### src/rtl/hls_slave_harness_ctrl_if.sv
// Bundle between the harness sequencer, its vector source/sink and the HLS slave port.
// The master side is the harness; the slave side is the environment around it.
interface hls_slave_harness_ctrl_if #(
    parameter int unsigned ADDR_W = 7,
    parameter int unsigned LEN_W  = 8,
    parameter int unsigned CNT_W  = 32
);
    logic                cmd_go;
    logic [ADDR_W-1:0]   cfg_load_base;
    logic [LEN_W-1:0]    cfg_load_len;
    logic [ADDR_W-1:0]   cfg_dump_base;
    logic [LEN_W-1:0]    cfg_dump_len;
    logic [7:0]          in_data;
    logic                in_valid;
    logic                in_ready;
    logic [7:0]          out_data;
    logic                out_valid;
    logic                out_ready;
    logic [1:0]          S_oe_ram;
    logic [1:0]          S_we_ram;
    logic [2*ADDR_W-1:0] S_addr_ram;
    logic [15:0]         S_Wdata_ram;
    logic [7:0]          S_data_ram_size;
    logic [15:0]         Sout_Rdata_ram;
    logic [1:0]          Sout_DataRdy;
    logic                start_port;
    logic                done_port;
    logic                busy;
    logic                finished;
    logic                timeout;
    logic [CNT_W-1:0]    cycles;

    modport master (
        input  cmd_go, cfg_load_base, cfg_load_len, cfg_dump_base, cfg_dump_len,
        input  in_data, in_valid, out_ready, Sout_Rdata_ram, Sout_DataRdy, done_port,
        output in_ready, out_data, out_valid, S_oe_ram, S_we_ram, S_addr_ram,
        output S_Wdata_ram, S_data_ram_size, start_port, busy, finished, timeout, cycles
    );

    modport slave (
        output cmd_go, cfg_load_base, cfg_load_len, cfg_dump_base, cfg_dump_len,
        output in_data, in_valid, out_ready, Sout_Rdata_ram, Sout_DataRdy, done_port,
        input  in_ready, out_data, out_valid, S_oe_ram, S_we_ram, S_addr_ram,
        input  S_Wdata_ram, S_data_ram_size, start_port, busy, finished, timeout, cycles
    );
endinterface

### src/rtl/hls_slave_harness_ctrl.sv
// Sequencer for an HLS top's slave memory port: load a byte vector, pulse start,
// time the run until done, then read a result window back out as a byte stream.
module hls_slave_harness_ctrl #(
    parameter int unsigned ADDR_W  = 7,
    parameter int unsigned LEN_W   = 8,
    parameter int unsigned CNT_W   = 32,
    parameter int unsigned TIMEOUT = 200000000
) (
    input  logic                          clock,
    input  logic                          reset,
    hls_slave_harness_ctrl_if.master      bus
);
    typedef enum logic [2:0] {
        S_IDLE, S_LOAD, S_START, S_RUN, S_DUMP_REQ, S_DUMP_WAIT, S_DUMP_OUT, S_FINISH
    } state_e;

    state_e             state_q, state_d;
    logic [ADDR_W-1:0]  load_base_q, load_base_d;
    logic [LEN_W-1:0]   load_len_q, load_len_d;
    logic [ADDR_W-1:0]  dump_base_q, dump_base_d;
    logic [LEN_W-1:0]   dump_len_q, dump_len_d;
    logic [LEN_W-1:0]   idx_q, idx_d;
    logic [CNT_W-1:0]   cnt_q, cnt_d;
    logic [CNT_W-1:0]   cycles_q, cycles_d;
    logic               timeout_q, timeout_d;
    logic [7:0]         out_data_q, out_data_d;

    logic [LEN_W-1:0]   idx_inc;
    logic [CNT_W-1:0]   cnt_inc;
    logic               we0, oe0, start, in_rdy;
    logic [ADDR_W-1:0]  addr0;
    logic [7:0]         wdata0;
    logic               unused_ok;

    assign idx_inc = idx_q + LEN_W'(1);
    assign cnt_inc = cnt_q + CNT_W'(1);

    always_ff @(posedge clock or posedge reset) begin
        if (reset) begin
            state_q     <= S_IDLE;
            load_base_q <= '0;
            load_len_q  <= '0;
            dump_base_q <= '0;
            dump_len_q  <= '0;
            idx_q       <= '0;
            cnt_q       <= '0;
            cycles_q    <= '0;
            timeout_q   <= 1'b0;
            out_data_q  <= '0;
        end else begin
            state_q     <= state_d;
            load_base_q <= load_base_d;
            load_len_q  <= load_len_d;
            dump_base_q <= dump_base_d;
            dump_len_q  <= dump_len_d;
            idx_q       <= idx_d;
            cnt_q       <= cnt_d;
            cycles_q    <= cycles_d;
            timeout_q   <= timeout_d;
            out_data_q  <= out_data_d;
        end
    end

    always_comb begin
        state_d     = state_q;
        load_base_d = load_base_q;
        load_len_d  = load_len_q;
        dump_base_d = dump_base_q;
        dump_len_d  = dump_len_q;
        idx_d       = idx_q;
        cnt_d       = cnt_q;
        cycles_d    = cycles_q;
        timeout_d   = timeout_q;
        out_data_d  = out_data_q;
        in_rdy      = 1'b0;
        we0         = 1'b0;
        oe0         = 1'b0;
        start       = 1'b0;
        addr0       = '0;
        wdata0      = '0;

        case (state_q)
            S_IDLE: begin
                if (bus.cmd_go) begin
                    load_base_d = bus.cfg_load_base;
                    load_len_d  = bus.cfg_load_len;
                    dump_base_d = bus.cfg_dump_base;
                    dump_len_d  = bus.cfg_dump_len;
                    timeout_d   = 1'b0;
                    idx_d       = '0;
                    state_d     = (bus.cfg_load_len != '0) ? S_LOAD : S_START;
                end
            end
            S_LOAD: begin
                in_rdy = 1'b1;
                if (bus.in_valid) begin
                    we0    = 1'b1;
                    addr0  = load_base_q + ADDR_W'(idx_q);
                    wdata0 = bus.in_data;
                    idx_d  = idx_inc;
                    // idx is reused for the dump window, so rewind it on exit
                    if (idx_inc == load_len_q) begin
                        idx_d   = '0;
                        state_d = S_START;
                    end
                end
            end
            S_START: begin
                start   = 1'b1;
                cnt_d   = CNT_W'(1);
                state_d = S_RUN;
            end
            S_RUN: begin
                cnt_d = cnt_inc;
                if (bus.done_port) begin
                    cycles_d = cnt_inc;
                    state_d  = (dump_len_q != '0) ? S_DUMP_REQ : S_FINISH;
                end else if (cnt_inc == CNT_W'(TIMEOUT)) begin
                    timeout_d = 1'b1;
                    cycles_d  = CNT_W'(TIMEOUT);
                    state_d   = S_FINISH;
                end
            end
            S_DUMP_REQ: begin
                oe0     = 1'b1;
                addr0   = dump_base_q + ADDR_W'(idx_q);
                state_d = S_DUMP_WAIT;
            end
            S_DUMP_WAIT: begin
                if (bus.Sout_DataRdy[0]) begin
                    out_data_d = bus.Sout_Rdata_ram[7:0];
                    state_d    = S_DUMP_OUT;
                end
            end
            S_DUMP_OUT: begin
                if (bus.out_ready) begin
                    idx_d   = idx_inc;
                    state_d = (idx_inc == dump_len_q) ? S_FINISH : S_DUMP_REQ;
                end
            end
            S_FINISH: state_d = S_IDLE;
            default:  state_d = S_IDLE;
        endcase
    end

    assign bus.in_ready        = in_rdy;
    assign bus.out_data        = out_data_q;
    assign bus.out_valid       = (state_q == S_DUMP_OUT);
    assign bus.S_we_ram        = {1'b0, we0};
    assign bus.S_oe_ram        = {1'b0, oe0};
    assign bus.S_addr_ram      = {{ADDR_W{1'b0}}, addr0};
    assign bus.S_Wdata_ram     = {8'h00, wdata0};
    assign bus.S_data_ram_size = {4'h0, ((we0 || oe0) ? 4'd8 : 4'd0)};
    assign bus.start_port      = start;
    assign bus.busy            = (state_q != S_IDLE);
    assign bus.finished        = (state_q == S_FINISH);
    assign bus.timeout         = timeout_q;
    assign bus.cycles          = cycles_q;

    assign unused_ok = ^{bus.Sout_Rdata_ram[15:8], bus.Sout_DataRdy[1]};
endmodule

### src/flat_wrapper.sv
// flat-port wrapper written by rule: the top's interface ports become plain ports
module hls_slave_harness_ctrl_flat 
#(
    parameter int unsigned ADDR_W  = 7,
    parameter int unsigned LEN_W   = 8,
    parameter int unsigned CNT_W   = 32,
    parameter int unsigned TIMEOUT = 200000000
)
  (clock, reset, bus_cmd_go, bus_cfg_load_base, bus_cfg_load_len, bus_cfg_dump_base, bus_cfg_dump_len, bus_in_data, bus_in_valid, bus_out_ready, bus_Sout_Rdata_ram, bus_Sout_DataRdy, bus_done_port, bus_in_ready, bus_out_data, bus_out_valid, bus_S_oe_ram, bus_S_we_ram, bus_S_addr_ram, bus_S_Wdata_ram, bus_S_data_ram_size, bus_start_port, bus_busy, bus_finished, bus_timeout, bus_cycles);
  hls_slave_harness_ctrl_if #(.ADDR_W(ADDR_W), .LEN_W(LEN_W), .CNT_W(CNT_W)) bus_i ();
  input  logic clock;
  input  logic reset;
  input wire logic [$bits(bus_i.cmd_go)-1:0] bus_cmd_go;
  input wire logic [$bits(bus_i.cfg_load_base)-1:0] bus_cfg_load_base;
  input wire logic [$bits(bus_i.cfg_load_len)-1:0] bus_cfg_load_len;
  input wire logic [$bits(bus_i.cfg_dump_base)-1:0] bus_cfg_dump_base;
  input wire logic [$bits(bus_i.cfg_dump_len)-1:0] bus_cfg_dump_len;
  input wire logic [$bits(bus_i.in_data)-1:0] bus_in_data;
  input wire logic [$bits(bus_i.in_valid)-1:0] bus_in_valid;
  input wire logic [$bits(bus_i.out_ready)-1:0] bus_out_ready;
  input wire logic [$bits(bus_i.Sout_Rdata_ram)-1:0] bus_Sout_Rdata_ram;
  input wire logic [$bits(bus_i.Sout_DataRdy)-1:0] bus_Sout_DataRdy;
  input wire logic [$bits(bus_i.done_port)-1:0] bus_done_port;
  output wire logic [$bits(bus_i.in_ready)-1:0] bus_in_ready;
  output wire logic [$bits(bus_i.out_data)-1:0] bus_out_data;
  output wire logic [$bits(bus_i.out_valid)-1:0] bus_out_valid;
  output wire logic [$bits(bus_i.S_oe_ram)-1:0] bus_S_oe_ram;
  output wire logic [$bits(bus_i.S_we_ram)-1:0] bus_S_we_ram;
  output wire logic [$bits(bus_i.S_addr_ram)-1:0] bus_S_addr_ram;
  output wire logic [$bits(bus_i.S_Wdata_ram)-1:0] bus_S_Wdata_ram;
  output wire logic [$bits(bus_i.S_data_ram_size)-1:0] bus_S_data_ram_size;
  output wire logic [$bits(bus_i.start_port)-1:0] bus_start_port;
  output wire logic [$bits(bus_i.busy)-1:0] bus_busy;
  output wire logic [$bits(bus_i.finished)-1:0] bus_finished;
  output wire logic [$bits(bus_i.timeout)-1:0] bus_timeout;
  output wire logic [$bits(bus_i.cycles)-1:0] bus_cycles;
  assign bus_i.cmd_go = bus_cmd_go;
  assign bus_i.cfg_load_base = bus_cfg_load_base;
  assign bus_i.cfg_load_len = bus_cfg_load_len;
  assign bus_i.cfg_dump_base = bus_cfg_dump_base;
  assign bus_i.cfg_dump_len = bus_cfg_dump_len;
  assign bus_i.in_data = bus_in_data;
  assign bus_i.in_valid = bus_in_valid;
  assign bus_i.out_ready = bus_out_ready;
  assign bus_i.Sout_Rdata_ram = bus_Sout_Rdata_ram;
  assign bus_i.Sout_DataRdy = bus_Sout_DataRdy;
  assign bus_i.done_port = bus_done_port;
  assign bus_in_ready = bus_i.in_ready;
  assign bus_out_data = bus_i.out_data;
  assign bus_out_valid = bus_i.out_valid;
  assign bus_S_oe_ram = bus_i.S_oe_ram;
  assign bus_S_we_ram = bus_i.S_we_ram;
  assign bus_S_addr_ram = bus_i.S_addr_ram;
  assign bus_S_Wdata_ram = bus_i.S_Wdata_ram;
  assign bus_S_data_ram_size = bus_i.S_data_ram_size;
  assign bus_start_port = bus_i.start_port;
  assign bus_busy = bus_i.busy;
  assign bus_finished = bus_i.finished;
  assign bus_timeout = bus_i.timeout;
  assign bus_cycles = bus_i.cycles;
  hls_slave_harness_ctrl #(.ADDR_W(ADDR_W), .LEN_W(LEN_W), .CNT_W(CNT_W), .TIMEOUT(TIMEOUT)) u_core (.clock(clock), .reset(reset), .bus(bus_i));
endmodule
### config.mk
export PLATFORM = sky130hd
export DESIGN_NAME = hls_slave_harness_ctrl_flat
export DESIGN_NICKNAME = d
export VERILOG_FILES = /design/src/rtl/hls_slave_harness_ctrl_if.sv /design/src/rtl/hls_slave_harness_ctrl.sv /design/src/flat_wrapper.sv
export SDC_FILE = /design/constraint.sdc
export NUM_CORES = 1
export LEC_CHECK = 0
export BUFFER_PORTS_ARGS = -buffer_cell sky130_fd_sc_hd__buf_2
export CAP_MARGIN = 20
export CORE_MARGIN = 2
export CORE_UTILIZATION = 50
export DETAILED_ROUTE_END_ITERATION = 7
export PLACE_DENSITY = 0.77
export SYNTH_ARGS = -nofsm -noshare
export SYNTH_HDL_FRONTEND = slang
export SYNTH_SLANG_ARGS = --single-unit
### constraint.sdc
create_clock -name clock -period 5.7 [get_ports clock]
set_clock_uncertainty 0.2 [all_clocks]
set_input_delay 0 -clock clock [delete_from_list [all_inputs] [get_ports clock]]
set_output_delay 0 -clock clock [all_outputs]
set_load 0.01 [all_outputs]
Word-level counts from Yosys, hierarchy flattened

Index checks and enable logic that the tools add are counted.

Flip-flop bits (word level): 114
Output and inout port bits: 88
Logic and storage cells: 80

Reduce and logical (&&, ||, !) cells: 15
Add/sub/neg operators: 4
Equality and inequality tests: 18
Mux-type cells: 33

Operators with widths:

| cell                                                   | count |
|---|---|
| 2-to-1 mux 32 bit                                      | 2 |
| case mux 32 bit (2 select lines)                       | 1 |
| 2-to-1 mux 8 bit                                       | 6 |
| adder 32 x 1 -> 32 bit (second input constant)         | 1 |
| equality test 32 x 28 -> 1 bit (second input constant) | 1 |
| case mux 3 bit (8 select lines)                        | 1 |
| case mux 8 bit (3 select lines)                        | 1 |
| 2-to-1 mux 3 bit                                       | 7 |
| equality test 8 bit                                    | 2 |
| nonzero test 8 bit                                     | 2 |
| adder 7 bit                                            | 2 |
| case mux 7 bit (2 select lines)                        | 1 |
| equality test 3 bit (second input constant)            | 4 |
| != test 2 bit (second input constant)                  | 5 |
| adder 8 x 1 -> 8 bit (second input constant)           | 1 |
| 2-to-1 mux 1 bit                                       | 8 |
| AND reduction 4 bit                                    | 2 |
| 2-to-1 mux 7 bit                                       | 1 |
| equality test 3 x 2 -> 1 bit (second input constant)   | 2 |
| 2-to-1 mux 2 bit                                       | 3 |
| AND reduction 2 bit                                    | 3 |
| AND reduction 6 bit                                    | 1 |
| nonzero test 2 bit                                     | 3 |
| nonzero test 3 bit                                     | 2 |
| other kinds (7)                                        | 8 |

Depth between registers and ports, before layout

Word-level depth: 5
Gate-level depth with buffers: 12
Mapped depth without buffers: 10

Worst setup path before layout

OpenSTA, ideal clock, no wires.

Path type: register to register
Start point: register u_core.cnt_q[0]
End point: register u_core.cycles_q[2], in the netlist u_core.bus.cycles[2]
Library setup time: 121 ps
Path buffers: 2
Arrival: 2966 ps
Path slack: 2413 ps
Cell stages (with the launch flop): 12
Path through: dfrtp_1 > ha_1 > clkbuf_1 > and4_1 > nand3_1 > nor4_1 > xor2_1 > nor4_2 > a31o_2 > nand2_2 > buf_6 > a22o_1

Word-level cells in the longest chain between the ends: 4
Elaborated cells on any way between the ends: 5

RTL lines:

| element                        | line                          | RTL |
|---|---|---|
| from (decl)                    | hls_slave_harness_ctrl.sv:23  | `logic [CNT_W-1:0] cnt_q, cnt_d;` |
| from (signal assigned)         | hls_slave_harness_ctrl.sv:57  | `cnt_q <= cnt_d;` |
| adder 32 x 1 -> 32 bit *       | hls_slave_harness_ctrl.sv:36  | `assign cnt_inc = cnt_q + CNT_W'(1);` |
| equality test 32 x 28 -> 1 bit | hls_slave_harness_ctrl.sv:118 | `end else if (cnt_inc == CNT_W'(TIMEOUT)) begin` |
| nonzero test 2 bit (no line)   | n/a                           |  |
| AND reduction 2 bit (no line)  | n/a                           |  |
| to (signal assigned)           | hls_slave_harness_ctrl.sv:58  | `cycles_q <= cycles_d;` |
| to (decl)                      | hls_slave_harness_ctrl.sv:24  | `logic [CNT_W-1:0] cycles_q, cycles_d;` |

Every way passes the cells marked *; elsewhere a longest branch is shown, timed or not.
A chain may end at the register's enable or synchronous reset.

Worst setup path after layout

Start point: register u_core.cnt_q[0]
End point: register u_core.cycles_q[11], in the netlist u_core.bus.cycles[11]

The elaborated chain is that of the path after synthesis.

==> flow_summary.ini <==
[status]
status = finished clean

[synthesis]
ys_seq_elements = 114
synth_top_area_cell = dfrtp_1
synthArstFlopShare_pct = 100
synth_cell_types = 62
synth.avg_cell_area_um2 = 9.35
ys_seq_area_share_pct = 41.4
synth_top_area_share_pct = 41.4
synth_area_leaders = dfrtp_1 41%, mux2_2 6.2%, xnor2_1 4.4%, o21ai_0 3.8%, a21oi_1 3.3%
ys.flop_type = dfrtp_1
yosys_warnings = 0
syn_area_mm2 = 0.00690
synthCells = 738
synth-edff-count = 0

[die]
start_util_pct = 51.7
core_area_mm2 = 0.0133
die-area_mm2 = 0.0147
io_pins = 150
std_cell_rows = 42
die_w_um = 121
die_y_um = 121

[placement]
gp_congestion = 0.917
dp.cells = 984
hpwl_um = 12000
post-place-ws_ns = 1.46
port_buffers = 116

[sta]
layout_min_cycle_time_ns = 4.27
finalCritPeriodShare_pct = 74.9
worst_slew_pin_slew_ns = 0.924
rsz0062_at_grt = no
drv_slew = 0
setup_viol = 0
holdWs_ns = 0.119
max_freq_ghz = 0.234
hold_viol_final = 0
fin_ws_ns = 1.43
finalSetupTns_ns = 0
max-slew-margin-rel_pct = 37.8

[worst_hold_path]
worstHoldPathCells = 3
min_path_type = in -> out

[global_routing]
grt_pass1_vias = 5838
overflow = 0
grt_pass1_wl_um = 29500
track_usage_pct = 25.7
grt_busiest_layer = met2
met2_usage_pct = 40.0
antenna_found_initial = 1
use_met1_pct = 34.8
grt_max_degree = 84
use_met3_pct = 6.58

[cts]
post-cts-setup-buffer-count = 0
cts_resized = 0
clock-root-buffer = clkbuf_16
cts_hold_buffers = 45
cts.path.max_buffers = 2
cts.clk_slew.worst_paths_ns = 0.05
clock_latency_ns = 0.42
htreeDepth = 4
cts_buffers = 17
cts_tree = done
clock_sinks = 114

[pwr]
power.density_mw_per_mm2 = 421
power_leakage_uw = 0.00394
peakVddDrop_mv = 0.337
p_total_uw = 3580

[setup_path]
reg2reg_depth = 9
end_kind = register
worstPathRequired_ns = 5.80
worstPathArrival_ns = 4.37
critPathLaunchType = register
cp_max_fo = 21
crit_type = reg -> reg

[routing]
ant_nets = 0
drt_iter0_markers = 568
drtPass1Iterations = 6
wl_per_cell_um = 17.4
vias = 6100
drcViolationCount = 0
post_drt_via_cell_ratio = 5.73
routed_wl_um = 18500

[final_layout]
drive_gt1_share_pct = 22.9
area_growth_pct = 23.3
final_cells = 1064
nets = 952

[flow_run]
drv_cap = 0
## path summary, 6_finish.rpt
kind	start	to	slack [ns]
max in group asynchronous	reset	u_core.cnt_q[0]	3.74
setup reg to reg	u_core.cnt_q[0]	u_core.bus.cycles[11]	1.43
hold reg to reg	u_core.bus.cycles[10]	u_core.bus.cycles[10]	0.29
hold / removal	bus_in_data[2]	bus_S_Wdata_ram[2]	0.12
setup / recovery	u_core.cnt_q[0]	u_core.bus.cycles[11]	1.43
min in group asynchronous	reset	u_core.load_base_q[0]	0.52
## logic make-up after synthesis
kind of cell / count (synthesis) / share of synthesized area (%)
AO/OA/AOI/OAI: 184 / 17.0
XOR/XNOR: 56 / 7.51
adder cells (fa/ha/maj): 17 / 3.30
buffers and inverters: 95 / 6.89
flip-flops: 114 / 41.4
multiplexers: 40 / 6.49
other: 1 / 0.0544
AND/OR/NAND/NOR: 231 / 17.4
## through the flow
step	util (%)	cell area, um^2
final	63.7	8510
after global routing	63.7	8500
after global placement	55.7	7430
after floorplan	-	6980
after CTS	63.5	8470
after detailed placement	55.7	7430
## flip-flops by register name, summed over array words and instances (netlist names)
signal,count
u_core.bus.cycles,32
u_core.cnt_q,32
u_core.bus.out_data,8
u_core.dump_len_q,8
u_core.idx_q,8
u_core.load_len_q,8
u_core.dump_base_q,7
u_core.load_base_q,7
u_core.state_q,3
u_core.bus.timeout,1
## placed cells by master, fill, tap and decap left out, types with 5 or more instances in the layout
cell type,Yosys,routed
buf_2,8,116
dfrtp_1,114,114
nand2_1,57,57
o21ai_0,53,53
nor2_1,46,45
a21oi_1,45,45
dlygate4sd3_1,0,45
mux2_2,38,38
xnor2_1,35,35
nand3_1,29,29
conb_1,1,24
inv_1,20,19
xor2_1,19,19
nor3_1,18,18
and3_1,17,17
clkbuf_16,0,17
a22o_1,16,16
ha_1,15,15
o31ai_1,13,13
nand4_1,13,13
a21o_1,10,10
o22ai_1,10,10
nor4_1,9,9
nand2b_1,7,7
o31a_1,6,6
o2bb2ai_1,6,6
clkinv_2,0,6
buf_4,27,6
a31oi_1,5,5
and4_1,5,5
## Yosys cell counts (2+ instances only)
cell type	count
clkbuf_1	37
and2_1	4
nand4_1	13
a21o_1	10
nand3b_1	3
mux2i_1	2
buf_1	2
xnor2_1	35
nor2b_1	3
a21boi_0	2
o2bb2ai_1	6
and4_1	5
xnor3_1	2
or3_1	2
o221ai_1	4
xor2_1	19
or4_1	3
nor4_2	2
nand2b_1	7
ha_1	15
nor2_1	46
o311ai_0	2
o22ai_1	10
nor4b_1	2
dfrtp_1	114
nor4_1	9
a31oi_1	5
o31ai_1	13
nand3_1	29
and2_0	2
buf_2	8
or2_2	3
mux2_2	38
o31a_1	6
a21oi_1	45
o41ai_1	2
and3_1	17
nor3_1	18
nand2_1	57
inv_1	20
buf_4	27
a22o_1	16
o21ai_0	53
fa_1	2
## per-layer routing
layer,vias to the layer above,wire [um]
li1,2874,-
met1,2898,8220
met2,293,8470
met3,35,1420
met4,0,400
met5,-,0
## final cells by class
cell class / instances / area (um^2)
Fill cell: 1080 / 4840
Multi-Input combinational cell: 552 / 3660
Sequential cell: 114 / 2850
Timing Repair Buffer: 168 / 1100
Clock buffer: 22 / 484
Tap cell: 176 / 220
Clock inverter: 10 / 106
Inverter: 20 / 77.6
Antenna cell: 2 / 5.00
## worst max-delay path, cell delays in order (launching register included)
cell     delay, ns
dfrtp_1       0.51
ha_1          0.37
and4_1        0.33
nand3_1       0.18
nor4_1        0.69
xor2_1        0.21
nor4_2        0.47
a31o_2        0.44
nand2_2       0.39
a22o_1        0.36
## power breakdown
| group | switching, uW | leakage [uW] | internal [uW] |
|---|---|---|---|
| Combinational | 678 | 0.00217 | 592 |
| Sequential | 216 | 0.00148 | 1030 |
| Clock | 376 | 0.000295 | 684 |
| Total | 1270 | 0.00394 | 2310 |
(Power assumes the default switching activity.)
